[config.mk]
export PLATFORM = sky130hd
export DESIGN_NAME = alu_exec
export DESIGN_NICKNAME = d
export VERILOG_FILES = /design/src/rtl/alu_pkg.sv /design/src/rtl/alu_mul_iter.sv /design/src/rtl/alu_exec.sv
export SDC_FILE = /design/constraint.sdc
export NUM_CORES = 1
export LEC_CHECK = 0
export ABC_CLOCK_PERIOD_IN_PS = 850
export CAP_MARGIN = 20
export CORE_MARGIN = 10
export CORE_UTILIZATION = 51
export CTS_BUF_LIST = sky130_fd_sc_hd__clkbuf_8
export DETAILED_ROUTE_END_ITERATION = 16
export GPL_ROUTABILITY_DRIVEN = 0
export PLACE_DENSITY = 0.83
export SLEW_MARGIN = 10
export SYNTH_ARGS = -nofsm -noshare
export SYNTH_HDL_FRONTEND = slang
export SYNTH_SLANG_ARGS = --single-unit
[constraint.sdc]
create_clock -name clk -period 0.85 [get_ports clk]
set_input_delay 0.1275 -clock clk [delete_from_list [all_inputs] [get_ports clk]]
set_output_delay 0.1275 -clock clk [all_outputs]
set_load 0.01 [all_outputs]
[src/rtl/alu_pkg.sv]
// Shared ALU definitions: op-code constants, multiplier FSM encoding, default width
// and the signed add/sub overflow rule used by the EX-stage ALU.
package alu_pkg;

    localparam int unsigned ALU_DATA_W = 32;
    localparam int unsigned ALU_OP_W   = 4;

    localparam logic [ALU_OP_W-1:0] AND_OP = 4'd0;
    localparam logic [ALU_OP_W-1:0] OR_OP  = 4'd1;
    localparam logic [ALU_OP_W-1:0] ADD_OP = 4'd2;
    localparam logic [ALU_OP_W-1:0] SLL_OP = 4'd3;
    localparam logic [ALU_OP_W-1:0] SRL_OP = 4'd4;
    localparam logic [ALU_OP_W-1:0] SUB_OP = 4'd5;
    localparam logic [ALU_OP_W-1:0] SLT_OP = 4'd7;
    localparam logic [ALU_OP_W-1:0] NOR_OP = 4'd12;
    localparam logic [ALU_OP_W-1:0] MUL_OP = 4'd13;

    typedef enum logic {
        ST_IDLE = 1'b0,
        ST_MUL  = 1'b1
    } alu_state_e;

    // ADD overflows on like-signed operands, SUB on unlike-signed; either way the result flips sign vs A.
    function automatic logic add_sub_ovf(input logic a_msb, input logic b_msb,
                                         input logic r_msb, input logic is_sub);
        return ((a_msb ^ b_msb) == is_sub) && (r_msb != a_msb);
    endfunction

endpackage

[src/rtl/alu_mul_iter.sv]
// Iterative shift-add multiplier: one partial product per step, keeps the low DATA_W bits.
// Sequencing (start/step/abort) is driven by the owning FSM in alu_exec.
module alu_mul_iter
    import alu_pkg::*;
#(
    parameter int unsigned DATA_W = ALU_DATA_W
) (
    input  logic              clk,
    input  logic              arst_n,
    input  logic              start_i,
    input  logic              step_i,
    input  logic              abort_i,
    input  logic [DATA_W-1:0] a_i,
    input  logic [DATA_W-1:0] b_i,
    output logic              done_c_o,
    output logic [DATA_W-1:0] product_c_o
);

    localparam int unsigned      CNT_W    = $clog2(DATA_W);
    localparam logic [CNT_W-1:0] CNT_LAST = CNT_W'(DATA_W - 1);

    logic [DATA_W-1:0] mcand_q, mcand_d;
    logic [DATA_W-1:0] mplier_q, mplier_d;
    logic [DATA_W-1:0] acc_q, acc_d;
    logic [CNT_W-1:0]  cnt_q, cnt_d;
    logic [DATA_W-1:0] acc_next_c;

    assign acc_next_c = acc_q + (mplier_q[0] ? mcand_q : '0);

    always_comb begin
        mcand_d  = mcand_q;
        mplier_d = mplier_q;
        acc_d    = acc_q;
        cnt_d    = cnt_q;
        if (abort_i) begin
            cnt_d = '0;
        end else if (start_i) begin
            mcand_d  = a_i;
            mplier_d = b_i;
            acc_d    = '0;
            cnt_d    = '0;
        end else if (step_i) begin
            mcand_d  = mcand_q << 1;
            mplier_d = mplier_q >> 1;
            acc_d    = acc_next_c;
            cnt_d    = cnt_q + CNT_W'(1);
        end
    end

    always_ff @(posedge clk or negedge arst_n) begin
        if (!arst_n) begin
            mcand_q  <= '0;
            mplier_q <= '0;
            acc_q    <= '0;
            cnt_q    <= '0;
        end else begin
            mcand_q  <= mcand_d;
            mplier_q <= mplier_d;
            acc_q    <= acc_d;
            cnt_q    <= cnt_d;
        end
    end

    // The final step's sum is the product; the owner registers it on the same edge.
    assign done_c_o    = step_i && (cnt_q == CNT_LAST);
    assign product_c_o = acc_next_c;

endmodule

[src/rtl/alu_exec.sv]
// EX-stage ALU: single-cycle logic/arith/shift ops with registered result and flags.
// Define ALU_EXEC_MUL_EN to add the iterative multiplier, its FSM and the busy stall.
module alu_exec
    import alu_pkg::*;
#(
    parameter int unsigned DATA_W  = ALU_DATA_W,
    parameter int unsigned SHAMT_W = 5
) (
    input  logic               clk,
    input  logic               arst_n,
    input  logic               valid_in,
    input  logic [3:0]         alu_control,
    input  logic [DATA_W-1:0]  alu_in_0,
    input  logic [DATA_W-1:0]  alu_in_1,
    input  logic [SHAMT_W-1:0] shamt,
    input  logic               flush,
    output logic [DATA_W-1:0]  alu_out,
    output logic               zero,
    output logic               overflow,
    output logic               valid_out,
    output logic               busy
);

    localparam int unsigned MSB = DATA_W - 1;

    logic [DATA_W-1:0] out_q, out_d;
    logic              zero_q, zero_d;
    logic              ovf_q, ovf_d;
    logic              vld_q, vld_d;
    logic              busy_q, busy_d;

    logic              accept_c;
    logic              is_mul_c;
    logic              mul_done_c;
    logic [DATA_W-1:0] mul_prod_c;
    logic [DATA_W-1:0] sum_c, diff_c, res_c;
    logic              ovf_c;

    assign accept_c = valid_in && !busy_q && !flush;
    assign sum_c    = alu_in_0 + alu_in_1;
    assign diff_c   = alu_in_0 - alu_in_1;

    // Single-cycle op mux; unknown codes (and MUL when the multiplier is absent) yield 0.
    always_comb begin
        res_c = '0;
        ovf_c = 1'b0;
        case (alu_control)
            AND_OP: res_c = alu_in_0 & alu_in_1;
            OR_OP:  res_c = alu_in_0 | alu_in_1;
            NOR_OP: res_c = ~(alu_in_0 | alu_in_1);
            ADD_OP: begin
                res_c = sum_c;
                ovf_c = add_sub_ovf(alu_in_0[MSB], alu_in_1[MSB], sum_c[MSB], 1'b0);
            end
            SUB_OP: begin
                res_c = diff_c;
                ovf_c = add_sub_ovf(alu_in_0[MSB], alu_in_1[MSB], diff_c[MSB], 1'b1);
            end
            SLT_OP: res_c = DATA_W'($signed(alu_in_0) < $signed(alu_in_1));
            SLL_OP: res_c = alu_in_1 << shamt;
            SRL_OP: res_c = alu_in_1 >> shamt;
            default: begin
                res_c = '0;
                ovf_c = 1'b0;
            end
        endcase
    end

`ifdef ALU_EXEC_MUL_EN
    alu_state_e state_q, state_d;
    logic       mul_start_c;
    logic       mul_step_c;

    assign is_mul_c = (alu_control == MUL_OP);

    always_ff @(posedge clk or negedge arst_n) begin
        if (!arst_n) begin
            state_q <= ST_IDLE;
        end else begin
            state_q <= state_d;
        end
    end

    // Flush beats both a pending issue and the multiplier's final step.
    always_comb begin
        state_d     = state_q;
        mul_start_c = 1'b0;
        mul_step_c  = 1'b0;
        case (state_q)
            ST_IDLE: begin
                if (accept_c && is_mul_c) begin
                    state_d     = ST_MUL;
                    mul_start_c = 1'b1;
                end
            end
            ST_MUL: begin
                if (flush) begin
                    state_d = ST_IDLE;
                end else begin
                    mul_step_c = 1'b1;
                    if (mul_done_c) begin
                        state_d = ST_IDLE;
                    end
                end
            end
            default: state_d = ST_IDLE;
        endcase
    end

    alu_mul_iter #(
        .DATA_W (DATA_W)
    ) u_mul (
        .clk         (clk),
        .arst_n      (arst_n),
        .start_i     (mul_start_c),
        .step_i      (mul_step_c),
        .abort_i     (flush),
        .a_i         (alu_in_0),
        .b_i         (alu_in_1),
        .done_c_o    (mul_done_c),
        .product_c_o (mul_prod_c)
    );

    assign busy_d = (state_d == ST_MUL);
`else
    assign is_mul_c   = 1'b0;
    assign mul_done_c = 1'b0;
    assign mul_prod_c = '0;
    assign busy_d     = 1'b0;
`endif

    // Result/flag write arbitration: a finishing multiply and an accepted issue never coincide.
    always_comb begin
        out_d  = out_q;
        zero_d = zero_q;
        ovf_d  = ovf_q;
        vld_d  = 1'b0;
        if (mul_done_c) begin
            out_d  = mul_prod_c;
            zero_d = (mul_prod_c == '0);
            ovf_d  = 1'b0;
            vld_d  = 1'b1;
        end else if (accept_c && !is_mul_c) begin
            out_d  = res_c;
            zero_d = (res_c == '0);
            ovf_d  = ovf_c;
            vld_d  = 1'b1;
        end
    end

    always_ff @(posedge clk or negedge arst_n) begin
        if (!arst_n) begin
            out_q  <= '0;
            zero_q <= 1'b0;
            ovf_q  <= 1'b0;
            vld_q  <= 1'b0;
            busy_q <= 1'b0;
        end else begin
            out_q  <= out_d;
            zero_q <= zero_d;
            ovf_q  <= ovf_d;
            vld_q  <= vld_d;
            busy_q <= busy_d;
        end
    end

    assign alu_out   = out_q;
    assign zero      = zero_q;
    assign overflow  = ovf_q;
    assign valid_out = vld_q;
    assign busy      = busy_q;

endmodule
==> impl_results.md, run 1 <==
* IO Port Bufs at 111
* Largest net degree at the start of global routing at 36
* Syn Inst Count at around 1.5k
* Share of the synthesized area in the top cell type at 10.8%
* Post-synth top cells: nand2_1 (151), nor2_1 (136), a21oi_1 (107), inv_1 (97), ha_1 (96)
* Main flop type after synthesis: dfrtp_1
* Syn_area_per_cell at between 7 and 8 um^2
* Seq cells post-synth at 35
* Yosys cell types at 92
* Post-synth EDFFs at 0
* Post-synthesis sequential area ratio at under 10%
* Stop err: [ERROR GRT-0116] Global routing finished with congestion. Check the congestion regions in the DRC Viewer.
* Initial Util at between 50 and 60%
* Outcome: did not finish
* Pre-CTS setup slack at -3390 ps
* Post-synth top area cell: ha_1
* Clk buf depth at 2
* Fail Step: 5_1_grt
* Total gr overflow at just under 400
* Count leader, synth: nand2_1
* Htree depth at 2
* Top cells by area, synth: ha_1 (11%), mux4_2 (9.5%), dfrtp_1 (7.9%)
* Syn Nets at ~1.7k
* Die height at about 170 um
* Vias in the first global route at about 24k
* CTS Hold Buffers Added at 0
* Fraction of registers with async set/reset at 100%
* DIE WIDTH at 168 um
* Total GRT Usage at 80.8%
* Wire length of the first global-routing pass at ~180,000 um
* I/O Pins at between 100 and 150
* CTS buffer count at 5
* Dpl hpwl at around 50,000 um
* Synth Cell Area at around 11,000 um^2
* Row count at 54
* Clock Sinks at 35
* Root buffer cell: clkbuf_8
* Yosys Warn Count at 0
==> what timing repair did <==
action / in CTS
buffers inserted: 110
gates resized for setup: 748
setup endpoints to repair: 70
pin swaps: 157
gates cloned: 4
==> through the flow <==
stage               hold slack, ps  instances  area, um^2  utilization [%]
floorplan                     -168       1520       11900                -
global placement               450       2421       17400             80.4
detailed placement             472       2421       17400             80.4
CTS                            221       2526       19900             91.9
==> cells by family after synthesis <==
| kind of cell | share of synthesized area (%) |
|---|---|
| AO/OA/AOI/OAI | 31.7 |
| AND/OR/NAND/NOR | 21.5 |
| buffers and inverters | 8.80 |
| multiplexers | 17.7 |
| adder cells (fa/ha/maj) | 11.1 |
| flip-flops | 7.85 |
| XOR/XNOR | 1.26 |
| other | 0.0336 |
==> per-layer routing <==
metal	track usage (%)	overflow
met4	79.4	134
met3	75.9	38
met2	90.6	190
met5	50.9	3
met1	78.4	27
==> run 2, diff against run 1 <==
Settings changed: CORE_UTILIZATION 51 to 36, CTS_BUF_LIST sky130_fd_sc_hd__clkbuf_8 to not set, PLACE_DENSITY 0.83 to not set, PLACE_DENSITY_LB_ADDON set to 0.15.
==> run 2 against run 1 <==
The flow now finishes, with violations (setup timing). Synthesized area did not move. Synthesized cell count unchanged.
==> impl_results.md, run 2 <==
* Initial DRC Count at between 1.5k and 2k
* Yosys cell types at 92
* Wire per inst at approximately 24 um
* Largest net degree at the start of global routing at 36
* CTS tree: built
* CTS clk-pin slew, worst paths at roughly 50 ps
* Wire length of the first global-routing pass at just under 100,000 um
* Number of flip-flops in the largest register at 32
* Net Switching at ~8.5 mW
* Setup crit end kind: register
* Min Tclk post-route at 3280 ps
* Vias in the first global route at around 17k
* Syn_area_per_cell at around 7.3 um^2
* Internal at roughly 11 mW
* DR DRC count at 0
* Crit-path slowest cell: a221o_1
* I/O Pins at roughly 110
* Die height at approximately 200 um
* DIE WIDTH at ~200 um
* Area post-placement at 17,900 um^2
* Initial Util at a little over a third
* Drt first pass iters at 7
* Max stage delay on crit path at 410 ps
* Most frequent cells in the layout: buf_4 (713), buf_6 (137), nand2_1 (133), nor2_1 (112), a21oi_1 (66)
* CP top delay family: compound AO/OA/AOI/OAI gates
* Htree depth at 2
* Synth Cell Area at 11,200 um^2
* Reg2Reg Depth at 2
* Die area at approximately 38,000 um^2
* Violated checks: setup timing
* Core Region at 30,600 um^2
* Dpl hpwl at between 40,000 and 50,000 um
* Share of the synthesized area in the top cell type at a little over a tenth
* Final ANT Viol Nets at 0
* Initial antenna violation count at 1
* Via count at 16.9k
* Final wirelength at around 66,000 um
* Yosys Warn Count at 0
* MaxCap Viol Count at 0
* Fin nets at 2,516
* Worst-Skew Late Latency at between 200 and 300 ps
* IO Port Bufs at 111
* Sequential cell area at between 800 and 900 um^2
* Pwr/cell area at approximately 900 nW/um^2
* Crit path cell chain: buf_12 > inv_6 > ha_4 > buf_6 > nor2b_4 > or2_1 > a221o_1 > a2111oi_4 > nand2_1 > a221o_1 > a21oi_2 > or3b_4 > nor4_4 > buf_4 > nand4_1 > o31ai_1
* Clock Sinks at 35
* Root buffer cell: clkbuf_16
* Peak VDD IR at about 1 mV
* CP startpoint kind: primary input
* Sw frac at approximately 44%
* Post-synth top area cell: ha_1
* Total chip power at 19.4 mW
* Worst endpoint data arrival time at between 3000 and 4000 ps
* Pre-CTS setup slack at -3450 ps
* Outcome: complete, but fails checks
* Tcrit/Tclk final at 386%
* Main flop type after synthesis: dfrtp_1
* Final setup viols at 69
* Antenna Cells at 0
* Row count at 64
* Clk buf depth at 2
* P&R area growth vs syn at 93.9%
* Total gr overflow at 0
* Worst Tran Pin Value at around 670 ps
* Via density at about 6.2
* Syn Nets at about 1.7k
* FMAX at 0.305 GHz
* Hold Path Class: primary input to asynchronous set/reset pin
* Most common cell after layout, fill and taps aside: buf_4
* Most used cell, CP: a221o_1
* Fillers at 2,277
* Gate power share at 80.3%
* Final WS setup at -2430 ps
* Area of the multi-input gates at around 12,000 um^2
* Critical path required time at roughly 1000 ps
* CTS buffer count at 5
* Slew margin rel. at 55.0%
* Fin. max-slew vios at 0
* Syn Inst Count at 1,520
* Lkg Pwr at ~9.7 nW
* Count leader, synth: nand2_1
* Post-synth top cells: nand2_1 (151), nor2_1 (136), a21oi_1 (107), inv_1 (97), ha_1 (96)
* Total GRT Usage at 31.6%
* Unrepaired setup endpoints after global routing: yes
* Post-synthesis sequential area ratio at approximately 8%
* Worst setup path class: primary input to register
* Fraction of registers with async set/reset at 100%
* Cell area after layout at around 22,000 um^2
* Post-synth EDFFs at 0
* Share of cells above drive strength 1 at approximately 59%
* Clk pwr share at ~8.9%
* Setup Skew at 0 ps
* Setup TNS Final at -58,210 ps
* Seq cells post-synth at 35
* Critical path depth at 16
* CP Max Fanout at 2
* WP buf/inv at 4
* Top cells by area, synth: ha_1 (11%), mux4_2 (9.5%), dfrtp_1 (7.9%)
* Seq pwr share at 10.8%
* Final hold violations at 0
==> run 2: cell counts after synthesis <==
No cell type changed its count.
==> run 2: final cells by class <==
class | instances | area share [%]
inverter | 98 | 2.03
clock inverter | 1 | 0.0231
tap | 396 | 2.29
sequential | 35 | 4.05
multi-input combinational | 1254 | 54.2
clock buffer | 7 | 0.613
timing repair buffer | 947 | 36.8
==> run 2: cells by family (layout without fill, tap and decap cells) <==
logic type      count (synthesis)  count (layout)  share of synthesized area (%)
compound gates                509             509                           31.7
simple gates                  498             498                           21.5
buf+inv                       231            1053                           8.80
mux                           132             132                           17.7
fa+ha+maj                      98              98                           11.1
flops                          35              35                           7.85
xor+xnor                       16              16                           1.26
other cells                     1               1                         0.0336
==> run 2: routing by layer <==
layer | vias up | global-route usage, % | wire, um
li1 | 7397 | - | -
met1 | 8014 | 39.3 | 25300
met2 | 1140 | 50.3 | 29300
met3 | 351 | 6.55 | 7150
met4 | 2 | 16.6 | 4500
met5 | - | 0 | 13
==> run 2: power by group through the flow <==
| stage | Clock (mW) | Combinational (mW) | Sequential (mW) |
|---|---|---|---|
| floorplan | 0 | 5.45 | 2.21 |
| global placement | 0 | 11.7 | 2.07 |
| detailed placement | 0 | 11.9 | 2.09 |
| CTS | 1.77 | 13.9 | 2.05 |
| global route | 1.83 | 16.2 | 2.12 |
| finish | 1.74 | 15.6 | 2.09 |
==> run 2: tightest hold or removal path, cell delays in order <==
cell and delay, ps:
dlygate4sd3_1 520, buf_2 120, buf_12 200
==> run 2: worst paths after layout <==
| path | start | endpoint | slack (ps) |
|---|---|---|---|
| max in group asynchronous | arst_n | alu_out[22]$_DFFE_PN0P_ | 330 |
| worst max register to register | alu_out[26]$_DFFE_PN0P_ | alu_out[26]$_DFFE_PN0P_ | -60 |
| min in group clk | alu_out[12]$_DFFE_PN0P_ | alu_out[12]$_DFFE_PN0P_ | 500 |
| worst min register to register | alu_out[12]$_DFFE_PN0P_ | alu_out[12]$_DFFE_PN0P_ | 500 |
| worst max-delay path | alu_in_1[9] | zero$_DFFE_PN0P_ | -2430 |
| worst min-delay path | arst_n | alu_out[4]$_DFFE_PN0P_ | 330 |
==> run 2: repair_timing <==
item	CTS	global route
hold endpoints to repair	35	0
hold buffers	1	0
resized for setup	738	203
cloned	3	0
endpoints found under the setup margin	70	70
setup buffers	128	53
pin swaps	131	124
==> run 2: per-stage QoR <==
step	hold slack [ps]	cells	util (%)
floorplan	-168	1520	-
global placement	97.1	2578	58.5
detailed placement	96.0	2578	58.5
CTS	338	2705	67.1
global route	362	2738	70.7
finish	331	2738	70.7
(Power assumes the default switching activity.)
==> run 3, diff against run 2 <==
Settings changed: ABC_AREA set to 1.
==> run 3 against run 2 <==
The flow still finishes with violations (setup timing). Register-to-register slack improved by 30 ps. Worst setup slack better by 1100 ps. Clock power rose by 3%. Cell count up 17%. Critical path type unchanged. Highest routed layer is now met4.
==> impl_results.md, run 3 <==
* CP Max Fanout at 3
* Initial Util at a little over a third
* CP startpoint kind: primary input
* Reg2Reg Depth at 4
* Core Region at between 30,000 and 40,000 um^2
* Syn Inst Count at about 2.2k
* Yosys cell types at between 40 and 50
* Internal at approximately 9.0 mW
* Dpl hpwl at roughly 50,000 um
* Peak VDD IR at around 0.78 mV
* DP Cell Count at around 3.1k
* Worst endpoint data arrival time at about 2500 ps
* MaxCap Viol Count at 0
* Worst-Skew Late Latency at 270 ps
* CTS clk-pin slew, worst paths at around 50 ps
* Gate power share at between 70 and 80%
* Worst setup path class: primary input to register
* Outcome: complete, but fails checks
* Min Tclk post-route at about 2200 ps
* Layout Cells excl Fill at ~3.2k
* Seq cells post-synth at 35
* Fin nets at 2,972
* Yosys Warn Count at 0
* Wire length of the first global-routing pass at between 90,000 and 100,000 um
* DIE WIDTH at between 150 and 200 um
* Syn Nets at approximately 2.4k
* Fraction of registers with async set/reset at 100%
* Htree depth at 2
* Unrepaired setup endpoints after global routing: yes
* Share of the synthesized area in the top cell type at about a quarter
* Lkg Pwr at 10.6 nW
* P&R area growth vs syn at 82.8%
* Top cells by area, synth: nand2_1 (23%), nand3_1 (19%), ha_1 (11%)
* CTS tree: built
* Net Switching at between 8 and 9 mW
* Fin. max-slew vios at 0
* Most frequent cells in the layout: nand2_1 (489), buf_4 (470), nand3_1 (346), inv_1 (204), nand2_2 (141)
* Hold Path Class: primary input to asynchronous set/reset pin
* Post-synth EDFFs at 0
* Critical path required time at between 1000 and 1500 ps
* DR DRC count at 0
* Antenna Cells at 0
* Clk pwr share at 10.3%
* Main flop type after synthesis: dfrtp_1
* Clock Sinks at 35
* Die height at about 200 um
* Total gr overflow at 0
* Drt first pass iters at 6
* Most common cell after layout, fill and taps aside: nand2_1
* Row count at between 60 and 70
* Final setup viols at 69
* Post-synthesis sequential area ratio at about 7.9%
* Vias in the first global route at roughly 17k
* I/O Pins at 113
* Share of cells above drive strength 1 at about half
* Via count at about 18k
* Gr busiest metal: met2
* Area post-placement at 16,600 um^2
* Sw frac at slightly below 50%
* Cell area after layout at about 20,000 um^2
* Tcrit/Tclk final at 262%
* RR Startpoint: alu_out[20]$_DFFE_PN0P_
* Met2 Resource Use GR at 48.7%
* Violated checks: setup timing
* Pwr/cell area at between 800 and 900 nW/um^2
* IO Port Bufs at ~110
* Initial DRC Count at 2,307
* Number of flip-flops in the largest register at 32
* Final WS setup at -1380 ps
* Final wirelength at 64,600 um
* CTS buffer count at 5
* Count leader, synth: nand2_1
* Total chip power at roughly 18 mW
* Final hold violations at 0
* Syn_area_per_cell at between 5 and 6 um^2
* Final core utilization at 66.5%
* R2R setup slack at -30 ps
* Wire per inst at 20.2 um
* Die area at 38,300 um^2
* Total GRT Usage at slightly above 30%
* Post-synth top area cell: nand2_1
* Seq pwr share at between 10% and 20%
* RR Endpoint: alu_out[20]$_DFFE_PN0P_
* Largest net degree at the start of global routing at 45
* Root buffer cell: clkbuf_16
* Via density at around 5.6
* FMAX at approximately 0.45 GHz
* Post-synth top cells: nand2_1 (695), nand3_1 (423), inv_1 (313), nor2_1 (240), ha_1 (96)
* Synth Cell Area at about 11,000 um^2
* GR Layer Usage met1 at around two fifths
* Clk buf depth at 2
* Setup Skew at 0 ps
* Met3 Use GR at 4.18%
* Final ANT Viol Nets at 0
* Initial antenna violation count at 0
* Setup crit end kind: register
## run 3: worst max path at each step
stage                      from               end  cells after the start
CTS                 alu_in_0[0]  zero$_DFFE_PN0P_                     20
detailed placement  alu_in_1[0]  zero$_DFFE_PN0P_                     20
global route        alu_in_0[0]  zero$_DFFE_PN0P_                     19
finish              alu_in_1[4]  zero$_DFFE_PN0P_                     23
floorplan           alu_in_0[0]  zero$_DFFE_PN0P_                     21
global placement    alu_in_1[0]  zero$_DFFE_PN0P_                     20
## run 3: per-stage QoR
stage	TNS (ps)	setup WS, ps	hold WS [ps]
2_1_floorplan	-23530	-1040	-168
3_5_place_dp	-69360	-2340	104
4_1_cts	-38360	-1420	341
3_3_place_gp	-68510	-2330	99.6
5_1_grt	-41210	-1490	352
6_report	-37550	-1380	328
## run 3: kinds of logic (layout without fill, tap and decap cells)
kind of cell | after synthesis | in the layout | synth area share (%)
adder cells (fa/ha/maj) | 98 | 98 | 11.2
buffers and inverters | 419 | 1013 | 15.2
AND/OR/NAND/NOR | 1441 | 1441 | 55.2
flip-flops | 35 | 35 | 7.89
AO/OA/AOI/OAI | 206 | 206 | 10.2
other | 1 | 1 | 0.0338
XOR/XNOR | 3 | 3 | 0.237
## run 3: power groups by stage
| stage | clock network, mW | registers, mW | logic [mW] |
|---|---|---|---|
| global placement | 0 | 2.04 | 10.1 |
| detailed placement | 0 | 2.04 | 10.2 |
| finish | 1.80 | 2.03 | 13.7 |
| global route | 1.89 | 2.06 | 14.4 |
| floorplan | 0 | 2.13 | 5.06 |
| CTS | 1.81 | 2.02 | 11.7 |
## run 3: area by class of cell
cell class / count / area, um^2
tap: 396 / 495
timing repair inverter: 1 / 8.76
timing repair buffer: 679 / 5740
sequential: 35 / 876
multi-input combinational: 1749 / 11700
clock buffer: 6 / 139
clock inverter: 1 / 5.00
inverter: 326 / 1330
fill: 2536 / 10200
## run 3: timing repair
item                                   4_1_cts  5_1_grt
setup endpoints to repair                   70       70
pin swaps                                  155      176
endpoints found under the hold margin       35        0
gates resized for setup                    833      490
gates cloned                                 2        3
buffers inserted                            54       40
hold buffers                                 1        0
## run 3: critical path: stages
cell and delay, ps:
buf_8 100, buf_4 150, ha_2 180, inv_2 60, nand2_2 70, a21oi_2 160
nand2_2 90, buf_6 130, nand2_2 80, nand2_2 100, buf_6 130, nand2_2 70
buf_4 100, nand3_1 70, nand3_1 90, nand2_2 90, nor2_2 120, nand2_1 100
nor2_4 110, nand2_1 70, nor2_2 110, nand2_1 60, nand2_1 50
## run 3: layer usage
layer,share of wire [%],vias up
met2,45,1139
li1,-,8236
met5,0,-
met1,38,8334
met3,10,287
met4,7.1,0
==> run 4, diff against run 3 <==
Settings changed: CAP_MARGIN 20 to 15.
==> results of run 4 <==
The final DEF is identical to that of run 3; final timing and power are the same.
